[src/rtl/alu_decode_pkg.sv]
// rtl/alu_decode_pkg.sv - shared encodings, field positions, FSM states and bundle type for the ALU decode stage
package alu_decode_pkg;

  localparam logic [2:0] OP_ADD  = 3'b000;
  localparam logic [2:0] OP_SUB  = 3'b100;
  localparam logic [2:0] OP_COPY = 3'b010;

  localparam int EXT_BIT      = 31;
  localparam int CONST_C_BIT  = 28;
  localparam int OP_HI        = 27;
  localparam int OP_LO        = 25;
  localparam int FORM_BIT     = 24;
  localparam int VEC_HI       = 23;
  localparam int VEC_LO       = 22;
  localparam int IMM_HI_HI    = 21;
  localparam int IMM_HI_LO    = 16;
  localparam int IMM_LO_HI    = 11;
  localparam int COPY_NEG_BIT = 24;
  localparam int COPY_SEL_HI  = 23;
  localparam int COPY_SEL_LO  = 20;
  localparam int SEL_A_LO     = 12;
  localparam int SEL_B_LO     = 8;
  localparam int SEL_C_LO     = 4;
  localparam int SEL_D_LO     = 0;

  localparam logic [3:0] ZERO_REG_CONST = 4'b1010;
  localparam int         MAX_DATA_W     = 32;

  typedef enum logic {
    IDLE,
    EXT_WAIT
  } state_t;

  typedef struct packed {
    logic                  invalid_instruction;
    logic [2:0]            alu_op;
    logic [1:0]            alu_vec_perci;
    logic                  alu_form;
    logic                  const_c;
    logic [MAX_DATA_W-1:0] constant;
    logic [3:0]            zero_reg;
    logic [3:0]            alu_a_select;
    logic [3:0]            alu_b_select;
    logic [3:0]            alu_c_select;
    logic [3:0]            alu_d_select;
    logic [3:0]            alu_y1_select;
    logic [3:0]            alu_y2_select;
    logic [1:0]            alu_write;
    logic                  copy_neg;
    logic [3:0]            copy_select;
  } bundle_t;

  // Add/sub carrying an inline constant: the only form that may request an extension word.
  function automatic logic is_const_addsub(input logic [2:0] op, input logic const_c,
                                           input logic form);
    return ((op == OP_ADD) || (op == OP_SUB)) && const_c && !form;
  endfunction

endpackage

[src/rtl/alu_decode_comb.sv]
// rtl/alu_decode_comb.sv - purely combinational field decode of one 32-bit word into a bundle
module alu_decode_comb
  import alu_decode_pkg::*;
(
  input  logic [31:0] instruction,
  output bundle_t     bundle
);

  logic [2:0] op;
  logic       unused_bits;

  assign op          = instruction[OP_HI:OP_LO];
  assign unused_bits = ^instruction[31:29];

  always_comb begin
    bundle               = '0;
    bundle.const_c       = instruction[CONST_C_BIT];
    bundle.alu_op        = op;
    bundle.alu_form      = instruction[FORM_BIT];
    bundle.alu_vec_perci = instruction[VEC_HI:VEC_LO];
    bundle.alu_a_select  = instruction[SEL_A_LO+3:SEL_A_LO];
    bundle.alu_b_select  = instruction[SEL_B_LO+3:SEL_B_LO];
    bundle.alu_c_select  = instruction[SEL_C_LO+3:SEL_C_LO];
    bundle.alu_d_select  = instruction[SEL_D_LO+3:SEL_D_LO];
    bundle.alu_y1_select = bundle.alu_a_select;
    bundle.alu_y2_select = bundle.alu_c_select;
    bundle.alu_write     = {bundle.alu_y2_select != 4'd0, bundle.alu_y1_select != 4'd0};

    if ((op == OP_ADD) || (op == OP_SUB)) begin
      if (is_const_addsub(op, bundle.const_c, bundle.alu_form)) begin
        bundle.zero_reg  = ZERO_REG_CONST;
        bundle.alu_write = 2'b01;
        bundle.constant  = MAX_DATA_W'({instruction[IMM_HI_HI:IMM_HI_LO],
                                        instruction[IMM_LO_HI:0]});
      end else if (bundle.const_c) begin
        bundle.invalid_instruction = 1'b1;
        bundle.alu_write           = 2'b00;
      end
    end else if (op == OP_COPY) begin
      bundle.copy_neg    = instruction[COPY_NEG_BIT];
      bundle.copy_select = instruction[COPY_SEL_HI:COPY_SEL_LO];
    end else begin
      bundle.invalid_instruction = 1'b1;
      bundle.alu_write           = 2'b00;
    end
  end

endmodule

[src/rtl/alu_decode_stage.sv]
// rtl/alu_decode_stage.sv - decode stage: field decode, bundle FIFO, invalid counter
// Optional ALU_DECODE_EXT_CONST_EN: bit 31 on a constant add/sub waits for a full-width constant word.
module alu_decode_stage
  import alu_decode_pkg::*;
#(
  parameter int DATA_W = 32,
  parameter int DEPTH  = 2,
  parameter int CNT_W  = 8
) (
  input  logic              clk,
  input  logic              reset,
  input  logic              in_valid,
  output logic              in_ready,
  input  logic [31:0]       instruction,
  output logic              out_valid,
  input  logic              out_ready,
  output logic              invalid_instruction,
  output logic [2:0]        alu_op,
  output logic [1:0]        alu_vec_perci,
  output logic              alu_form,
  output logic              const_c,
  output logic [DATA_W-1:0] constant,
  output logic [3:0]        zero_reg,
  output logic [3:0]        alu_a_select,
  output logic [3:0]        alu_b_select,
  output logic [3:0]        alu_c_select,
  output logic [3:0]        alu_d_select,
  output logic [3:0]        alu_Y1_select,
  output logic [3:0]        alu_Y2_select,
  output logic [1:0]        alu_write,
  output logic              copy_neg,
  output logic [3:0]        copy_select,
  output logic [CNT_W-1:0]  err_count,
  output logic              ext_pending
);

  localparam int PTR_W   = (DEPTH > 1) ? $clog2(DEPTH) : 1;
  localparam int COUNT_W = PTR_W + 1;

  bundle_t            dec;
  bundle_t            push_data;
  bundle_t            head;
  bundle_t            mem_q [DEPTH];
  logic [PTR_W-1:0]   wr_ptr_q, wr_ptr_d;
  logic [PTR_W-1:0]   rd_ptr_q, rd_ptr_d;
  logic [COUNT_W-1:0] count_q, count_d;
  logic [CNT_W-1:0]   err_q, err_d;
  logic               accept, push, pop, full;

  alu_decode_comb u_comb (
    .instruction (instruction),
    .bundle      (dec)
  );

  assign full      = (count_q == COUNT_W'(DEPTH));
  assign in_ready  = !full;
  assign out_valid = (count_q != '0);
  assign accept    = in_valid && in_ready;
  assign pop       = out_valid && out_ready;
  // Gate the head so stale storage never shows while the queue is empty or in reset.
  assign head      = out_valid ? mem_q[rd_ptr_q] : '0;

`ifdef ALU_DECODE_EXT_CONST_EN
  state_t  state_q, state_d;
  bundle_t held_q, held_d;

  always_comb begin
    state_d   = state_q;
    held_d    = held_q;
    push      = 1'b0;
    push_data = dec;
    case (state_q)
      IDLE: begin
        if (accept) begin
          if (instruction[EXT_BIT] && is_const_addsub(dec.alu_op, dec.const_c, dec.alu_form)) begin
            state_d = EXT_WAIT;
            held_d  = dec;
          end else begin
            push = 1'b1;
          end
        end
      end
      EXT_WAIT: begin
        if (accept) begin
          push               = 1'b1;
          push_data          = held_q;
          push_data.constant = MAX_DATA_W'(instruction[DATA_W-1:0]);
          state_d            = IDLE;
        end
      end
      default: state_d = IDLE;
    endcase
  end

  always_ff @(posedge clk or posedge reset) begin
    if (reset) begin
      state_q <= IDLE;
      held_q  <= '0;
    end else begin
      state_q <= state_d;
      held_q  <= held_d;
    end
  end

  assign ext_pending = (state_q == EXT_WAIT);
`else
  assign push        = accept;
  assign push_data   = dec;
  assign ext_pending = 1'b0;
`endif

  always_comb begin
    wr_ptr_d = wr_ptr_q;
    rd_ptr_d = rd_ptr_q;
    err_d    = err_q;
    if (push) wr_ptr_d = wr_ptr_q + PTR_W'(1);
    if (pop)  rd_ptr_d = rd_ptr_q + PTR_W'(1);
    count_d = count_q + COUNT_W'(push) - COUNT_W'(pop);
    if (pop && head.invalid_instruction && (err_q != '1)) err_d = err_q + CNT_W'(1);
  end

  always_ff @(posedge clk or posedge reset) begin
    if (reset) begin
      wr_ptr_q <= '0;
      rd_ptr_q <= '0;
      count_q  <= '0;
      err_q    <= '0;
    end else begin
      wr_ptr_q <= wr_ptr_d;
      rd_ptr_q <= rd_ptr_d;
      count_q  <= count_d;
      err_q    <= err_d;
    end
  end

  always_ff @(posedge clk) begin
    if (push) mem_q[wr_ptr_q] <= push_data;
  end

  assign invalid_instruction = head.invalid_instruction;
  assign alu_op              = head.alu_op;
  assign alu_vec_perci       = head.alu_vec_perci;
  assign alu_form            = head.alu_form;
  assign const_c             = head.const_c;
  assign constant            = head.constant[DATA_W-1:0];
  assign zero_reg            = head.zero_reg;
  assign alu_a_select        = head.alu_a_select;
  assign alu_b_select        = head.alu_b_select;
  assign alu_c_select        = head.alu_c_select;
  assign alu_d_select        = head.alu_d_select;
  assign alu_Y1_select       = head.alu_y1_select;
  assign alu_Y2_select       = head.alu_y2_select;
  assign alu_write           = head.alu_write;
  assign copy_neg            = head.copy_neg;
  assign copy_select         = head.copy_select;
  assign err_count           = err_q;

endmodule

[config.mk]
export PLATFORM = sky130hd
export DESIGN_NAME = alu_decode_stage
export DESIGN_NICKNAME = d
export VERILOG_FILES = /design/src/rtl/alu_decode_pkg.sv /design/src/rtl/alu_decode_comb.sv /design/src/rtl/alu_decode_stage.sv
export SDC_FILE = /design/constraint.sdc
export NUM_CORES = 1
export LEC_CHECK = 0
export ABC_AREA = 1
export CAP_MARGIN = 40
export CORE_MARGIN = 1.5
export CORE_UTILIZATION = 35
export CTS_CLUSTER_DIAMETER = 30
export DETAILED_ROUTE_END_ITERATION = 10
export SLEW_MARGIN = 5
export SYNTH_ARGS = -nofsm -noshare
export SYNTH_HDL_FRONTEND = slang
export SYNTH_HIERARCHICAL = 1
export SYNTH_SLANG_ARGS = --single-unit
[constraint.sdc]
create_clock -name clk -period 5.45 [get_ports clk]
set_clock_uncertainty 0.2 [all_clocks]
set_input_delay 1.635 -clock clk [delete_from_list [all_inputs] [get_ports clk]]
set_output_delay 1.635 -clock clk [all_outputs]
set_load 0.03 [all_outputs]
==> key figures, run 1 <==
Drt
  – Vias after detailed routing: 4339
  – Drt via density: 4.44
  – DR iter-0 viols: 127
  – Final antenna-violating net count: 0
  – Final wirelength: 14300 um
  – Residual DRC: 0
  – Wire per inst: 14.6 um
  – 1st-pass router iterations: 4

Clock network
  – Num Clock Sinks: 162
  – H-tree depth: 4
  – Post-cts sizing count: 0
  – Post-CTS Setup Bufs: 0
  – Clk buf depth: 2
  – Total CTS buffers: 17
  – CTS tree: built
  – Clk Latency, worst-skew pair: 0.41 ns
  – Clock slew at reported path FFs: 0.06 ns
  – CTS root buffer: clkbuf_16
  – # hold bufs at CTS: 0

Setup path
  – Startpoint Class: register
  – Buf/Inv on CP: 3
  – Worst Path Max Fanout: 40
  – R2R cell count: 9
  – CP top delay family: buffers and inverters
  – Critical Path Max Stage Delay: 0.74 ns
  – Crit-path slowest cell: clkdlybuf4s50_1
  – WP depth: 5
  – R2R Path Start: rd_ptr_q$_DFFE_PP0P_
  – Worst path cell trace: inv_2, buf_12, nand2_1, a21oi_1, clkdlybuf4s50_1
  – WP data required: 3.62 ns
  – Critical Path AT: 2.65 ns
  – Critical path capture point type: output port
  – R2r endpoint: err_count[2]$_DFFE_PP0P_
  – Worst Setup Path Type: reg -> out
  – R2r setup slk: 3.35 ns

Synth
  – Synth Area per Inst: 11.4 um2
  – Synth top area cells: edfxtp_1 64%, nand2_1 11%, buf_4 5.9%
  – Synth unique cells: 24
  – Sequential area share after synthesis: 0.686
  – Top cell type's share of synthesized area: 0.643
  – Synth warnings: 6
  – Cell Area, Synth: 7000 um2
  – Synth Register Bits: 162
  – Cell taking the most area after synthesis: edfxtp_1
  – Cell count after synthesis: 614

Die
  – DIE AREA: 20900 um2
  – Die height: 144 um
  – IO Count: 122
  – Die X: 144 um
  – Starting Density: 0.359
  – Num rows: 51
  – CORE AREA: 19500 um2

Timing
  – Period utilization: 0.823
  – Slew headroom: 0.426
  – PnR worst setup slack: 0.964 ns
  – Fin. Hold Viols: 0
  – Setup TNS: 0 ns
  – Unrepaired setup endpoints after global routing: no
  – Slew Viols, Final: 0
  – Worst-Margin Slew: 0.861 ns
  – Post-route minimum period: 4.49 ns
  – Setup violators final: 0
  – Max Clk Rate: 223 MHz

GRT
  – Grt total ovfl: 0
  – Initial antenna violation count: 0
  – Largest net degree at the start of global routing: 77
  – GRT Total Usage: 0.143
  – Vias in the first global route: 4422
  – First-pass GRT wire length: 22300 um

Worst hold path
  – Startpoint of the worst hold path: err_count[7]$_DFFE_PP0P_
  – Worst Hold Class: reg -> reg
  – Hold depth: 2
  – Hold EP: err_count[7]$_DFFE_PP0P_

Placed design
  – Worst Setup Slack post-DPL: 1.33 ns
  – GP Congestion: 0.748
  – Placement Cell Area: 8160 um2
  – Inst Count DP: 945
  – IO Port Bufs: 117
  – Final HPWL DP: 8760 um

Job
  – Max-cap viol count: 0

Layout
  – Non-Filler Instances: 977
  – Design area: 8770 um2
  – Nets@finish: 737
  – # fillers: 1826
  – N_diodes: 0
  – Share of cells above drive strength 1: 0.0955
  – P&R area growth vs syn: 25.3%

Power and ir drop
  – Clock share of power: 0.224
  – Static Leak: 3.31 nW
  – Flop pwr share: 0.322
  – Gate power share: 0.454
  – Sw Ratio: 0.399
  – Max IR drop VDD: 0.308 mV
  – Internal: 3.33 mW
  – NetSw: 2.21 mW
  – Pwr dens: 632 nW/um2
  – Total Power: 5.54 mW

Run status
  – Status: finished clean
## per-layer routing
layer | vias up | track usage | part of all wire
met5 | - | 0 | 0
met1 | 2091 | 0.164 | 0.43
met4 | 0 | 0.0494 | 0.015
met3 | 19 | 0.0444 | 0.047
met2 | 86 | 0.253 | 0.51
li1 | 2143 | - | -
## power by group through the flow
stage	Combinational [mW]	Clock (mW)	Sequential, mW
after CTS	2.57	1.27	1.78
after detailed placement	2.55	0	1.81
after global routing	2.71	1.32	1.81
after floorplan	1.54	0	1.83
final	2.52	1.24	1.78
after global placement	2.53	0	1.79
## cell usage after synthesis, drive strengths merged
master / instances
inv: 39
a21oi: 77
ha: 2
conb: 2
clkbuf: 4
nand3: 7
o21ai: 1
nor2: 39
edfxtp: 150
xnor2: 4
nand4: 1
buf: 71
xor2: 2
dfrtp: 12
nand3b: 1
nand2: 202
## state kept, by name (all words and copies together), names as in the netlist
register   count
count_q        2
err_count      8
mem_q        150
rd_ptr_q       1
wr_ptr_q       1
## worst min-delay path, cell delays in order, from the launching register on
cell     delay, ns
dfrtp_1       0.41
nand2_1       0.07
nand2_1       0.06
## placed cells by master (no fill, tap or decap), types with 11 or more instances in the layout
cell,netlist,routed
a21oi_1,77,77
clkbuf_16,0,17
clkdlybuf4s50_1,0,117
conb_1,2,17
dfrtp_1,12,11
edfxtp_1,150,150
inv_1,36,36
nand2_1,200,200
nor2_1,16,14
nor2_2,18,18
## cell type report
cell class                 count  area, um2  share of cell area
timing repair buffer         126       1270               0.145
sequential                   162       4810               0.548
inverter                      39        146              0.0167
clock buffer                  19        433              0.0494
multi-input combinational    353       1600               0.183
tap                          265        332              0.0378
clock inverter                13        181              0.0207
## stage by stage
stage / util / hold WS (ns)
3_3_place_gp: 0.416 / 0.347
4_1_cts: 0.449 / 0.368
5_1_grt: 0.449 / 0.406
2_1_floorplan: - / 0.304
6_report: 0.449 / 0.365
3_5_place_dp: 0.418 / 0.352
## worst max-delay path by stage
stage | start | endpoint
3_3_place_gp | rd_ptr_q$_DFFE_PP0P_ | zero_reg[3]
2_1_floorplan | in_valid | mem_q[1][0]$_DFFE_PP_
3_5_place_dp | rd_ptr_q$_DFFE_PP0P_ | invalid_instruction
5_1_grt | rd_ptr_q$_DFFE_PP0P_ | invalid_instruction
4_1_cts | rd_ptr_q$_DFFE_PP0P_ | invalid_instruction
6_report | rd_ptr_q$_DFFE_PP0P_ | invalid_instruction
## logic make-up after synthesis
family | synth area share
AO/OA/AOI/OAI | 0.0558
buffers and inverters | 0.0952
adder cells (fa/ha/maj) | 0.00357
XOR/XNOR | 0.00751
flip-flops | 0.686
other | 0.00107
AND/OR/NAND/NOR | 0.151
(Power assumes the default switching activity.)
==> run 2, diff against run 1 <==
==> constraint.sdc (replaced) <==
create_clock -name clk -period 3.83 [get_ports clk]
set_clock_uncertainty 0.2 [all_clocks]
set_input_delay 1.149 -clock clk [delete_from_list [all_inputs] [get_ports clk]]
set_output_delay 1.149 -clock clk [all_outputs]
set_load 0.03 [all_outputs]
==> run 2 against run 1 <==
Compared with the run above: sequential power is 44% higher; combinational power grew 41%; largest power group unchanged; final area down 1.6%; count of clock-buffer cells in the layout fell by 2.
==> key figures, run 2 (synthesis results as in run 1) <==
Setup path
  – Worst Path Max Fanout: 16
  – Crit-path slowest cell: dfrtp_2
  – R2R Path Start: count_q[0]$_DFF_PP0_
  – Critical path capture point type: output port
  – Buf/Inv on CP: 3
  – Critical path startpoint: rd_ptr_q$_DFFE_PP0P_
  – R2r endpoint: mem_q[1][7]$_DFFE_PP_
  – WP depth: 5
  – WP data required: 2.48 ns
  – Worst path cell trace: inv_2, buf_4, nand2_1, a21oi_1, buf_12
  – Worst Setup Path Type: reg -> out
  – Setup crit end: alu_d_select[1]
  – Startpoint Class: register
  – R2R cell count: 5
  – CP top delay family: buffers and inverters
  – Critical Path AT: 2.09 ns
  – Critical Path Max Stage Delay: 0.54 ns
  – R2r setup slk: 1.81 ns

Timing
  – Worst-Margin Slew: 0.636 ns
  – Fin. Hold Viols: 0
  – Post-route minimum period: 3.44 ns
  – Period utilization: 0.897
  – Setup violators final: 0
  – Slew Viols, Final: 0
  – Slew headroom: 0.576
  – Final Hold Slack: 0.361 ns
  – Max Clk Rate: 291 MHz
  – PnR worst setup slack: 0.394 ns
  – Unrepaired setup endpoints after global routing: no

Die
  – Starting Density: 0.359
  – IO Count: 122
  – Die X: 144 um
  – Die height: 144 um
  – DIE AREA: 20900 um2
  – CORE AREA: 19500 um2
  – Num rows: 51

Clock network
  – H-tree depth: 4
  – CTS root buffer: clkbuf_16
  – # hold bufs at CTS: 0
  – Num Clock Sinks: 162
  – Clk buf depth: 2
  – Clock slew at reported path FFs: 0.07 ns
  – Post-CTS Setup Bufs: 0
  – CTS tree: built
  – Total CTS buffers: 17
  – Clk Latency, worst-skew pair: 0.42 ns
  – Post-cts sizing count: 0

Placed design
  – GP Congestion: 0.715
  – Final HPWL DP: 9090 um
  – IO Port Bufs: 117
  – Worst Setup Slack post-DPL: 0.701 ns

GRT
  – GRT met2 Usage: 0.244
  – GRT met3 Usage: 0.0467
  – First-pass GRT wire length: 22600 um
  – Vias in the first global route: 4416
  – Initial antenna violation count: 0
  – Largest net degree at the start of global routing: 52
  – Grt total ovfl: 0
  – GRT Total Usage: 0.145
  – GRT met1 Usage: 0.175
  – Gr busiest metal: met2

Drt
  – Final antenna-violating net count: 0
  – Vias after detailed routing: 4395
  – Residual DRC: 0
  – Wire per inst: 14.7 um
  – DR iter-0 viols: 197
  – Final wirelength: 14400 um
  – 1st-pass router iterations: 4
  – Drt via density: 4.48

Layout
  – N_diodes: 0
  – P&R area growth vs syn: 23.3%
  – Max FFs per register: 150
  – Most common cell after layout, fill and taps aside: nand2_1
  – Reg with most FFs: mem_q
  – Share of cells above drive strength 1: 0.210
  – Commonest cells after routing, fill and taps aside: 200 x nand2_1, 150 x edfxtp_1, 77 x a21oi_1
  – Nets@finish: 740

Power and ir drop
  – Pwr dens: 887 nW/um2
  – Static Leak: 3.41 nW
  – Max IR drop VDD: 0.512 mV

Job
  – Max-cap viol count: 0

Worst hold path
  – Worst Hold Class: reg -> reg

Run status
  – Status: finished clean
[run 2: how the worst min path moves through the flow]
stage                             startpoint                        to  slack, ns  cells past startpoint
global placement    err_count[1]$_DFFE_PP0P_  err_count[1]$_DFFE_PP0P_       0.35                      2
CTS                 err_count[7]$_DFFE_PP0P_  err_count[7]$_DFFE_PP0P_       0.36                      2
detailed placement  err_count[7]$_DFFE_PP0P_  err_count[7]$_DFFE_PP0P_       0.35                      2
floorplan               wr_ptr_q$_DFFE_PP0P_      wr_ptr_q$_DFFE_PP0P_       0.30                      2
finish              err_count[7]$_DFFE_PP0P_  err_count[7]$_DFFE_PP0P_       0.36                      2
global route        err_count[7]$_DFFE_PP0P_  err_count[7]$_DFFE_PP0P_       0.41                      2
[run 2: worst reg2reg max path, stage by stage (launching register included)]
cell     delay, ns
dfrtp_1       0.42
inv_1         0.06
nand2_1       0.10
nand2_1       0.19
nor2_4        0.14
buf_4         0.53
[run 2: stage by stage]
stage	util	TNS (ns)	instance area, um2	std cells	power (mW)
floorplan	-	-7.31	7060	629	4.79
global placement	0.415	0	8100	948	6.15
detailed placement	0.415	0	8100	948	6.21
CTS	0.442	0	8630	980	7.80
global route	0.442	0	8630	980	8.10
finish	0.442	0	8630	980	7.66
[run 2: cell type report]
class	count	area, um2
Sequential cell	162	4810
Tap cell	265	332
Clock inverter	15	111
Timing Repair Buffer	129	1210
Inverter	39	146
Fill cell	1878	10900
Clock buffer	17	425
Multi-Input combinational cell	353	1600
[run 2: power breakdown]
| part | switching (mW) | internal, mW |
|---|---|---|
| clock | 0.720 | 0.832 |
| sequential | 0.160 | 2.40 |
| combinational | 2.34 | 1.20 |
[run 2: per-layer routing]
metal  vias up  part of all wire
met5         -                 0
met4         0             0.012
met3        11             0.054
met2        99              0.50
met1      2131              0.43
li1       2154                 -
==> run 3, diff against run 2 <==
--- a/config.mk
+++ b/config.mk
@@ -7,10 +7,11 @@
 export LEC_CHECK = 0
 export ABC_AREA = 1
 export CAP_MARGIN = 40
-export CORE_MARGIN = 1.5
 export CORE_UTILIZATION = 35
 export CTS_CLUSTER_DIAMETER = 30
 export DETAILED_ROUTE_END_ITERATION = 10
+export HOLD_SLACK_MARGIN = 0.12
+export REMOVE_ABC_BUFFERS = 1
 export SLEW_MARGIN = 5
 export SYNTH_ARGS = -nofsm -noshare
 export SYNTH_HDL_FRONTEND = slang
==> run 3 against run 2 <==
Compared with the run above: via count up 0.16%; largest cell class unchanged; largest power group unchanged; power up 0.68%; maximum frequency up 1.3%; critical path type unchanged; routed wire length down 4.4%.
==> key figures, run 3 (synthesis results as in run 1) <==
Run status
  – Status: finished clean

GRT
  – GRT Total Usage: 0.140
  – Vias in the first global route: 4279
  – First-pass GRT wire length: 21700 um
  – Grt total ovfl: 0
  – Largest net degree at the start of global routing: 77
  – Initial antenna violation count: 0

Timing
  – Period utilization: 0.885
  – Post-route minimum period: 3.39 ns
  – Slew Viols, Final: 0
  – PnR worst setup slack: 0.439 ns
  – Setup violators final: 0
  – Unrepaired setup endpoints after global routing: no
  – Max Clk Rate: 295 MHz
  – Slew headroom: 0.662
  – Fin. Hold Viols: 0
  – Setup TNS: 0 ns
  – Worst-Margin Slew: 0.506 ns

Drt
  – Metal-1 WL: 5960 um
  – Final antenna-violating net count: 0
  – Met3 Routed Length: 756 um
  – Vias after detailed routing: 4402
  – Final wirelength: 13800 um
  – Residual DRC: 0
  – Drt via density: 4.49
  – DR iter-0 viols: 185
  – 1st-pass router iterations: 5
  – Wire per inst: 14.1 um
  – Routed length on met2: 6930 um
  – Top sig layer: met4

Setup path
  – Critical path capture point type: output port
  – R2r setup slk: 1.79 ns
  – R2R Path Start: rd_ptr_q$_DFFE_PP0P_
  – Worst Setup Path Type: reg -> out
  – WP data required: 2.48 ns
  – Critical Path AT: 2.04 ns
  – R2r endpoint: err_count[6]$_DFFE_PP0P_
  – Startpoint Class: register
  – R2R cell count: 9
  – Worst Path Max Fanout: 23

Die
  – IO Count: 122
  – Starting Density: 0.359
  – DIE AREA: 20600 um2
  – Die height: 143 um
  – Die X: 143 um
  – Num rows: 51
  – CORE AREA: 19500 um2

Layout
  – Max FFs per register: 150
  – Final core occ: 0.442
  – Share of cells above drive strength 1: 0.206
  – Reg with most FFs: mem_q
  – P&R area growth vs syn: 23.2%
  – Commonest cells after routing, fill and taps aside: 200 x nand2_1, 150 x edfxtp_1, 83 x buf_4
  – N_diodes: 0
  – Most common cell after layout, fill and taps aside: nand2_1
  – Nets@finish: 740
  – Non-Filler Instances: 980

Placed design
  – Final HPWL DP: 8460 um
  – GP Congestion: 0.774
  – Inst Count DP: 948
  – Worst Setup Slack post-DPL: 0.729 ns
  – IO Port Bufs: 117

Power and ir drop
  – Static Leak: 3.42 nW
  – Pwr dens: 894 nW/um2
  – Max IR drop VDD: 0.386 mV

Worst hold path
  – Startpoint of the worst hold path: err_count[7]$_DFFE_PP0P_
  – Hold EP: err_count[7]$_DFFE_PP0P_
  – Hold depth: 2
  – Worst Hold Class: reg -> reg

Clock network
  – CTS root buffer: clkbuf_16
  – Num Clock Sinks: 162
  – Total CTS buffers: 17
  – Clk buf depth: 2
  – Clock slew at reported path FFs: 0.06 ns
  – CTS tree: built
  – H-tree depth: 4
  – # hold bufs at CTS: 0
  – Clk Latency, worst-skew pair: 0.41 ns
  – Post-CTS Setup Bufs: 0
  – Post-cts sizing count: 0

Job
  – Max-cap viol count: 0
[run 3: critical path, stage by stage (launching register included)]
cell and delay [ns]:
dfrtp_2 0.42, inv_2 0.33, buf_4 0.37, nand2_1 0.08, a21oi_1 0.26, buf_12 0.16
[run 3: worst max-delay path by stage]
stage	startpoint	end	slack, ns
after floorplan	in_valid	mem_q[1][0]$_DFFE_PP_	-1.32
final	rd_ptr_q$_DFFE_PP0P_	alu_form	0.44
after CTS	rd_ptr_q$_DFFE_PP0P_	alu_form	0.36
after global routing	rd_ptr_q$_DFFE_PP0P_	alu_form	0.24
after detailed placement	instruction[26]	mem_q[1][35]$_DFFE_PP_	0.73
after global placement	instruction[26]	mem_q[0][44]$_DFFE_PP_	0.76
[run 3: layout make-up]
cell class / instances / area (um2)
inverter: 39 / 146
timing repair buffer: 129 / 1120
sequential: 162 / 4810
multi-input combinational: 353 / 1600
tap: 265 / 332
clock buffer: 18 / 429
fill: 1857 / 10900
clock inverter: 14 / 185
[run 3: stage by stage]
stage / hold slack (ns) / cell area (um2) / power (mW)
floorplan: 0.285 / 6540 / 4.68
global placement: 0.349 / 8010 / 6.00
detailed placement: 0.362 / 8010 / 6.05
CTS: 0.377 / 8620 / 7.82
global route: 0.400 / 8620 / 8.15
finish: 0.367 / 8620 / 7.71
[run 3: routing by layer]
| layer | vias to the layer above | global-route usage |
|---|---|---|
| li1 | 2162 | - |
| met2 | 98 | 0.233 |
| met1 | 2128 | 0.168 |
| met3 | 14 | 0.0467 |
| met5 | - | 0 |
| met4 | 0 | 0.0521 |
[run 3: power breakdown]
part	internal (mW)	switching [mW]
Clock	1.09	0.663
Sequential	2.40	0.133
Combinational	1.10	2.33
Total	4.58	3.13
